### config.mk
export PLATFORM = sky130hd
export DESIGN_NAME = ld_halt_sequencer
export DESIGN_NICKNAME = d
export VERILOG_FILES = /design/src/rtl/ld_halt_sequencer_pkg.sv /design/src/rtl/ld_halt_sequencer_mcycle_counter.sv /design/src/rtl/ld_halt_sequencer.sv
export SDC_FILE = /design/constraint.sdc
export NUM_CORES = 1
export LEC_CHECK = 0
export CORE_UTILIZATION = 30
export DETAILED_ROUTE_END_ITERATION = 12
export RECOVER_POWER = 50
export SYNTH_ARGS = -nofsm -noshare
export SYNTH_HDL_FRONTEND = slang
export SYNTH_HIERARCHICAL = 1
export SYNTH_SLANG_ARGS = --single-unit
### constraint.sdc
create_clock -name i_Clk -period 2.5 [get_ports i_Clk]
set_clock_uncertainty 0.1 [all_clocks]
set_input_delay 0.375 -clock i_Clk [delete_from_list [all_inputs] [get_ports i_Clk]]
set_output_delay 0.375 -clock i_Clk [all_outputs]
set_load 0.1 [all_outputs]
### src/rtl/ld_halt_sequencer_pkg.sv
// Shared control-unit definitions for the x=1 opcode block sequencer:
// register indices, opcode field positions, HALT opcode and FSM state type.
package ld_halt_sequencer_pkg;

    localparam int IDX_B  = 0;
    localparam int IDX_C  = 1;
    localparam int IDX_D  = 2;
    localparam int IDX_E  = 3;
    localparam int IDX_H  = 4;
    localparam int IDX_L  = 5;
    localparam int IDX_HL = 6;
    localparam int IDX_A  = 7;

    localparam int OPC_X_MSB = 7;
    localparam int OPC_X_LSB = 6;
    localparam int OPC_Y_MSB = 5;
    localparam int OPC_Y_LSB = 3;
    localparam int OPC_Z_MSB = 2;
    localparam int OPC_Z_LSB = 0;

    localparam logic [1:0] OPC_X_LD = 2'b01;
    localparam logic [7:0] OPC_HALT = 8'h76;

    typedef enum logic [1:0] {
        ST_IDLE,
        ST_EXEC,
        ST_HALTED,
        ST_WAKE
    } seq_state_t;

endpackage

### src/rtl/ld_halt_sequencer_mcycle_counter.sv
// One-hot T-step ring plus M-cycle count. clear loads step 0 / M-cycle 0,
// idle parks both at zero, stall freezes them.
module ld_halt_sequencer_mcycle_counter #(
    parameter int STEPS = 4
) (
    input  logic             clk,
    input  logic             rst_n,
    input  logic             clear,
    input  logic             idle,
    input  logic             stall,
    output logic [STEPS-1:0] step,
    output logic [1:0]       mcycle
);

    localparam logic [STEPS-1:0] STEP_FIRST = STEPS'(1);

    always_ff @(posedge clk or negedge rst_n) begin
        if (!rst_n) begin
            step   <= '0;
            mcycle <= 2'd0;
        end else if (clear) begin
            step   <= STEP_FIRST;
            mcycle <= 2'd0;
        end else if (idle) begin
            step   <= '0;
            mcycle <= 2'd0;
        end else if (!stall) begin
            step <= {step[STEPS-2:0], step[STEPS-1]};
            if (step[STEPS-1]) begin
                mcycle <= mcycle + 2'd1;
            end
        end
    end

endmodule

### src/rtl/ld_halt_sequencer.sv
// Self-timed sequencer for LD r,r' / LD r,(HL) / LD (HL),r / HALT with
// interrupt wake. Optional HALT bug behaviour is enabled by HALT_BUG_EN.
module ld_halt_sequencer
    import ld_halt_sequencer_pkg::*;
#(
    parameter int STEPS = 4,
    parameter int REGS  = 8
) (
    input  logic             i_Clk,
    input  logic             i_Rst_n,
    input  logic             i_Start,
    input  logic [7:0]       i_Opcode,
    input  logic             i_Int_Pending,
    input  logic             i_IME,
    input  logic             i_Stall,
    output logic             o_Busy,
    output logic             o_Done,
    output logic [STEPS-1:0] o_Step,
    output logic [1:0]       o_Mcycle,
    output logic             o_IR_Fetch,
    output logic [REGS-1:0]  o_Read8,
    output logic [REGS-1:0]  o_Write8,
    output logic             o_Address_HL,
    output logic             o_Bus_In,
    output logic             o_Bus_Out,
    output logic             o_Halted,
    output logic             o_Skip_PC_Inc
);

    localparam logic [REGS-1:0] REG_ONE = REGS'(1);

    seq_state_t   state_reg;
    logic [5:0]   op_reg;
    logic         busy_reg;
    logic         halted_reg;
    logic [STEPS-1:0] step;
    logic [1:0]   mcycle;

    logic [2:0] y_fld, z_fld;
    logic is_halt, is_hl_src, is_hl_dst, is_mem;
    logic st_idle, st_exec, st_halted, st_wake;
    logic m0, at_last, last_m;
    logic exec_end, wake_end, halt_go, done_raw, can_start, wake_go;

    assign y_fld = op_reg[OPC_Y_MSB:OPC_Y_LSB];
    assign z_fld = op_reg[OPC_Z_MSB:OPC_Z_LSB];

    assign is_halt   = ({OPC_X_LD, op_reg} == OPC_HALT);
    assign is_hl_src = (z_fld == 3'(IDX_HL)) && !is_halt;
    assign is_hl_dst = (y_fld == 3'(IDX_HL)) && !is_halt;
    assign is_mem    = is_hl_src || is_hl_dst;

    assign st_idle   = (state_reg == ST_IDLE);
    assign st_exec   = (state_reg == ST_EXEC);
    assign st_halted = (state_reg == ST_HALTED);
    assign st_wake   = (state_reg == ST_WAKE);

    assign m0      = (mcycle == 2'd0);
    assign at_last = step[STEPS-1] && !i_Stall;
    assign last_m  = is_mem ? (mcycle == 2'd1) : m0;

    // HALT always ends M0: either it parks in HALTED or it exits as done.
    assign exec_end  = st_exec && at_last && (is_halt || last_m);
    assign wake_end  = st_wake && at_last;
    assign halt_go   = st_exec && is_halt && at_last && !i_Int_Pending;
    assign done_raw  = (exec_end && !halt_go) || wake_end;
    assign can_start = i_Start && (i_Opcode[OPC_X_MSB:OPC_X_LSB] == OPC_X_LD)
                       && !i_Stall && (st_idle || done_raw);
    assign wake_go   = st_halted && !i_Stall && i_Int_Pending;

    ld_halt_sequencer_mcycle_counter #(
        .STEPS(STEPS)
    ) u_counter (
        .clk    (i_Clk),
        .rst_n  (i_Rst_n),
        .clear  (can_start || wake_go),
        .idle   (st_idle || st_halted || exec_end || wake_end),
        .stall  (i_Stall),
        .step   (step),
        .mcycle (mcycle)
    );

    always_ff @(posedge i_Clk or negedge i_Rst_n) begin
        if (!i_Rst_n) begin
            state_reg  <= ST_IDLE;
            op_reg     <= '0;
            busy_reg   <= 1'b0;
            halted_reg <= 1'b0;
        end else if (can_start) begin
            state_reg  <= ST_EXEC;
            op_reg     <= i_Opcode[OPC_Y_MSB:OPC_Z_LSB];
            busy_reg   <= 1'b1;
            halted_reg <= 1'b0;
        end else if (halt_go) begin
            state_reg  <= ST_HALTED;
            busy_reg   <= 1'b1;
            halted_reg <= 1'b1;
        end else if (done_raw) begin
            state_reg  <= ST_IDLE;
            busy_reg   <= 1'b0;
            halted_reg <= 1'b0;
        end else if (wake_go) begin
            state_reg  <= ST_WAKE;
            busy_reg   <= 1'b1;
            halted_reg <= 1'b0;
        end
    end

    assign o_Busy       = busy_reg;
    assign o_Halted     = halted_reg;
    assign o_Step       = step;
    assign o_Mcycle     = mcycle;
    assign o_Done       = done_raw;
    assign o_Address_HL = st_exec && is_mem && m0;
    assign o_IR_Fetch   = (st_exec && (is_mem ? (mcycle == 2'd1) : m0)) || st_wake;
    assign o_Bus_In     = st_exec && is_hl_src && m0 && at_last;
    assign o_Bus_Out    = st_exec && is_hl_dst && m0 && at_last;

    // (HL) is a memory operand, never a register-file strobe, so bit 6 stays clear.
    assign o_Read8  = (st_exec && m0 && step[1] && !i_Stall && !is_hl_src && !is_halt)
                      ? (REG_ONE << z_fld) : '0;
    assign o_Write8 = (st_exec && m0 && step[STEPS-1] && !i_Stall && !is_hl_dst && !is_halt)
                      ? (REG_ONE << y_fld) : '0;

`ifdef HALT_BUG_EN
    assign o_Skip_PC_Inc = exec_end && is_halt && i_Int_Pending && !i_IME;
`else
    logic ime_unused;
    assign ime_unused    = i_IME;
    assign o_Skip_PC_Inc = 1'b0;
`endif

endmodule

==> results of run 1 <==
per-layer routing:
metal	part of all wire, %	track usage [%]	up-vias
met5	0	0	-
met1	42	24.1	519
met2	53	34.3	26
met3	2.7	2.52	8
li1	-	-	531
met4	2.0	8.57	0
logic make-up (layout without fill, tap and decap cells):
logic type	Yosys count	in the layout	share of synthesized area (%)
DFF	16	16	37.8
muxes	10	10	10.2
other	1	3	0.354
and+or+nand+nor	60	60	33.3
buffers and inverters	10	77	6.26
xor gates and xnor gates	5	5	4.13
AOI/OAI and AO/OA	11	11	8.03
layout by cell type (no fill, tap or decap), types with 2 or more instances in the layout:
cell type and count:
nor2_4 4, mux2i_1 4, dfrtp_4 2, dfrtp_2 4, nand3b_1 3, nand3_1 5
a21oi_1 3, nor4b_4 2, conb_1 3, xor2_1 2, clkbuf_1 6, clkbuf_2 2
buf_12 21, nor2_2 2, clkdlybuf4s50_1 10, o22a_1 2, o21bai_1 2, dfrtp_1 10
nand2_1 7, nor3_4 7, nand2b_1 2, clkbuf_4 4, nor3_1 2, and3b_1 2
xnor2_1 2, buf_4 29, nor2_1 8, mux2_4 6
area by class of cell:
cell class	count	share of cell area, %
Tap cell	46	2.67
Multi-Input combinational cell	89	39.1
Sequential cell	16	19.2
Timing Repair Buffer	71	37.3
Inverter	2	0.522
Clock buffer	4	1.22
how the worst min path moves through the flow:
stage | from | endpoint | slack (ns) | depth (start not counted)
final | o_Halted | o_Halted | 0.43 | 1
after global routing | o_Halted | o_Halted | 0.47 | 1
after CTS | i_Rst_n | state_reg[1] | 0.44 | 1
after detailed placement | o_Halted | o_Halted | 0.41 | 1
after global placement | o_Halted | o_Halted | 0.40 | 1
after floorplan | i_Rst_n | o_Busy | -0.02 | 0
worst max-delay path: stages, from the launching register on:
cell       delay, ns
dfrtp_1         0.39
nand4bb_4       0.21
or3_4           0.37
buf_12          0.15
nor4b_4         0.32
buf_12          0.21
repair_timing:
action | CTS | global route
setup buffers | 6 | 5
pin swaps | 4 | 4
resized for setup | 9 | 3
hold buffers | 0 | 0
setup endpoints to repair | 9 | 5
per-stage QoR:
stage | hold WS [ns] | util (%) | instances | total power (uW) | area (um^2)
global route | 0.468 | 64.1 | 228 | 1610 | 2160
global placement | 0.399 | 59.9 | 213 | 1340 | 2020
floorplan | -0.0206 | - | 115 | 1070 | 1300
finish | 0.429 | 64.1 | 228 | 1540 | 2160
CTS | 0.440 | 63.0 | 223 | 1530 | 2120
detailed placement | 0.411 | 59.9 | 213 | 1370 | 2020
power breakdown:
group | switching [uW] | total, uW | internal (uW)
combinational | 613 | 1000 | 387
clock | 86.7 | 149 | 62.0
sequential | 64.3 | 390 | 326
==> impl_metrics.toml, run 1 <==
[status]
status = "finished, final reports clean"

[global_route]
track_usage_pct = 19.6
antenna_found_initial = 0
grt_max_degree = 17
grt-ovfl-total = 0
grt_pass1_wl_um = 5300
grt_pass1_vias = 1133

[timing]
timing.final.crit_share_pct = 97.2
rsz0062_at_grt = "true"
finalSetupViolCount = 0
slew_headroom_pct = 21.7
timing.final.ws_setup_ns = 0.0708
maxSlewViolCount = 0
fmax_ghz = 0.412
finalSetupTns_ns = 0
min_period_ns = 2.43
worstMarginPinSlew_ns = 1.18
hold_viol_final = 0

[place]
place_congestion = 0.877
pre_cts_slack_ns = -0.158
place_hpwl_um = 2560
port_buffers = 39

[route]
vias = 1084
ant_nets = 0
drt_iter0_drc = 29
vias_per_cell = 4.75
routedWlPerCell_um = 14.7
drcViolationCount = 0
wl_um = 3350
first_pass_iters = 3

[yosys]
syn_area_um2 = 1060
synth_top_cell_by_area = "dfrtp_1"
yosys-top-cells-count = "dfrtp_1, nor2_1, nor3_1"
yosys_warnings = 6
synthTopCellsByArea = "dfrtp_1, mux2_2, nor2_1"
yosys_register_bits = 16
synth_edf_count = 0
async_flop_share_pct = 100
ys_seq_area_share_pct = 37.8
ys_types = 38
synth_top_area_share_pct = 37.8
ys.flop_type = "dfrtp_1"
synth_area_per_cell_um2 = 9.38
post-synth-top-count-cell = "dfrtp_1"
syn_inst = 113

[clock_network]
cts_sinks = 16
cts_htree_levels = 1
cts_tree = "yes"
cts_root_buf = "clkbuf_4"
clk_path_buf_depth = 2
clock_latency_ns = 0.29
clk_pin_slew_worst_paths_ns = 0.11
cts_buffers = 3

[finish]
multi_input_area_um2 = 843
drive_gt1_share_pct = 54.4
final_nets = 197
area_delta_synth_final_pct = 103
largest_register_ff_count = 6
regArea_um2 = 413
diodes = 0
nFillCells = 309

[worst_setup_path]
crit_required_ns = 2.03
critPathCapture = "o_Write8[2]"
rrSetupSlack_ns = 0.33
path_max_fanout = 6
start_kind = "flip-flop"
worst_r2r_path_depth = 8
arrival_ns = 1.95
cp-end-kind = "primary output"
crit_type = "flip-flop to primary output"
crit_start = "state_reg[1]"
r2r_end = "u_counter/step[3]"
rr_startpoint = "op_reg[3]"

[run]
drv_cap = 0

[power]
max-vdd-ir-drop_mv = 0.329
p_per_area_nw_per_um2 = 714
p_leak_uw = 0.000902

[floorplan]
die_area_um2 = 3770
die_height_um = 61.4
die_w_um = 61.4
rows = 21
start_util_pct = 31.5
ios = 44
core_um2 = 3360

[worst_hold_path]
hold_class = "flip-flop to flip-flop"
(Power assumes the default switching activity.)
==> run 2: changes to the inputs <==
--- a/config.mk
+++ b/config.mk
@@ -12,3 +12,2 @@
 export SYNTH_HDL_FRONTEND = slang
-export SYNTH_HIERARCHICAL = 1
 export SYNTH_SLANG_ARGS = --single-unit
--- a/constraint.sdc
+++ b/constraint.sdc
@@ -4,2 +4,2 @@
 set_output_delay 0.375 -clock i_Clk [all_outputs]
-set_load 0.1 [all_outputs]
+set_load 0.01 [all_outputs]
==> run 2 against run 1 <==
Wire length is 10% lower. Die area is 2.1% higher. Sequential share of layout area is 4.7 points higher. Highest routed layer unchanged. Critical path depth is 2 higher. Power is 47% lower. Synthesized cell count is 6.2% higher. Synthesized area is 2.1% higher. Sequential cell count stayed put. Utilization is 15 points lower. Maximum frequency is 0.19% higher. Register-to-register slack worse by 0.02 ns.
==> impl_metrics.toml, run 2 <==
[timing]
min_period_ns = 2.42
timing.final.ws_setup_ns = 0.0755
rsz0062_at_grt = "true"
timing.final.crit_share_pct = 97.0
finalSetupViolCount = 0
maxSlewViolCount = 0
fmax_ghz = 0.412
finalSetupTns_ns = 0
worstMarginPinSlew_ns = 0.745
hold_viol_final = 0
slew_headroom_pct = 50.1

[run]
drv_cap = 0

[worst_setup_path]
cp-end-kind = "primary output"
path_max_fanout = 7
arrival_ns = 1.95
start_kind = "input pin"
crit_required_ns = 2.03
crit_type = "input pin to primary output"
rr_startpoint = "state_reg[0]"
crit_start = "i_Stall"

[finish]
final_common_cell = "buf_4"
diodes = 0
area_delta_synth_final_pct = 55.3
fin_area_um2 = 1680
postLayoutCoreUtil_pct = 49.6
layout_common_cells = "buf_4, dfrtp_1, clkdlybuf4s50_1, nand2_1, nor2_1"
largest_register_ff_count = 6
final_nets = 196
drive_gt1_share_pct = 29.2

[status]
status = "finished, final reports clean"

[floorplan]
rows = 21
start_util_pct = 31.9
die_w_um = 62.1
die_area_um2 = 3850
die_height_um = 62.1
core_um2 = 3390
ios = 44

[global_route]
grt_pass1_wl_um = 4970
antenna_found_initial = 0
grt_max_degree = 17
grt_pass1_vias = 1107
grt-ovfl-total = 0
track_usage_pct = 17.6

[place]
place_hpwl_um = 2280
pre_cts_slack_ns = -0.394
post_dp_cell_area_um2 = 1650
port_buffers = 39
place_congestion = 0.807

[clock_network]
clk_path_buf_depth = 2
clock_latency_ns = 0.29
postCtsHoldBufs = 0
cts_tree = "yes"
cts_root_buf = "clkbuf_4"
cts_sinks = 16
clk_pin_slew_worst_paths_ns = 0.10
cts_buffers = 3
cts_htree_levels = 1

[route]
first_pass_iters = 4
drcViolationCount = 0
ant_nets = 0
vias_per_cell = 4.95
routedWlPerCell_um = 13.4
vias = 1108
wl_um = 3000
drt_iter0_drc = 39

[power]
max-vdd-ir-drop_mv = 0.183
p_per_area_nw_per_um2 = 488
fin_total_pwr_uw = 820
p_leak_uw = 0.000762

[yosys]
syn_inst = 120
async_flop_share_pct = 100
yosys_register_bits = 16
ys_seq_area_share_pct = 37.0
synth_edf_count = 0
synth_area_per_cell_um2 = 9.02
syn_area_um2 = 1080
ys_types = 39
post-synth-top-count-cell = "dfrtp_1"
synth_top_cell_by_area = "dfrtp_1"
yosys-top-cells-count = "dfrtp_1, nand2_1, nor2_1"
yosys_warnings = 0
synthTopCellsByArea = "dfrtp_1, mux2_2, nand2_1"
synth_top_area_share_pct = 37.0
ys.flop_type = "dfrtp_1"

[worst_hold_path]
hold_class = "flip-flop to flip-flop"
hold_start = "o_Busy"
run 2: cell count changes in the layout (fill, tap and decap cells not counted), sizes merged, moves of 4 or more:
cell,previous run,this run
buf,51,23
dlygate4sd2,1,9
dlygate4sd3,1,8
nand2,7,13
a21boi,0,4
nand4b,0,4
nor2,14,10
o21ai,1,5
run 2: where the power goes:
part / leakage, uW / internal [uW] / switching (uW)
Sequential: 0.000209 / 314 / 41.2
Combinational: 0.000539 / 169 / 154
Clock: 0.0000138 / 56.1 / 85.9
Total: 0.000762 / 539 / 281
run 2: final timing paths:
kind,end,slack [ns],cells past startpoint
setup reg to reg,op_reg[1],0.31,9
hold / removal,o_Busy,0.46,2
setup / recovery,o_Write8[4],0.08,7
min in group asynchronous,u_counter.mcycle[0],0.48,1
max in group asynchronous,op_reg[1],1.30,1
hold reg to reg,o_Busy,0.46,2
run 2: what timing repair did:
action,4_1_cts,5_1_grt
pin swaps,2,2
endpoints found under the hold margin,0,0
resized for setup,28,18
buffers inserted,1,2
endpoints found under the setup margin,18,7
run 2: metrics by stage:
stage | hold slack, ns | cells
finish | 0.459 | 224
CTS | 0.452 | 222
global route | 0.515 | 224
global placement | 0.429 | 218
detailed placement | 0.456 | 218
floorplan | -0.0206 | 122
run 2: final cells by class:
type                            instances  area, um^2
Fill cell                             339        1710
Clock buffer                            3        22.5
Tap cell                               46        57.6
Timing Repair Buffer                   61         519
Multi-Input combinational cell         94         664
Inverter                                4        15.0
Sequential cell                        16         402
run 2: cells by family after synthesis:
group,Yosys count,share of synthesized area [%]
AOI/OAI and AO/OA,19,14.3
DFF,16,37.0
other,1,0.346
and+or+nand+nor,61,31.4
muxes,7,7.17
adders and majority gates,2,2.31
buffers and inverters,12,5.78
xor gates and xnor gates,2,1.62
run 2: per-layer routing:
layer  routed length, um  vias to the layer above  global-route usage, %
met5                   0                        -                      0
met4                  25                        0                   4.76
met3                 190                        4                   3.52
met2                1420                       44                   29.0
met1                1360                      519                   23.3
li1                    -                      541                      -
run 2: worst max-delay path: stages:
cell and delay, ns:
clkdlybuf4s50_1 0.44, nor4bb_2 0.34, buf_4 0.17, buf_4 0.14
nand3_2 0.11, nor3_2 0.12, clkdlybuf4s15_2 0.24
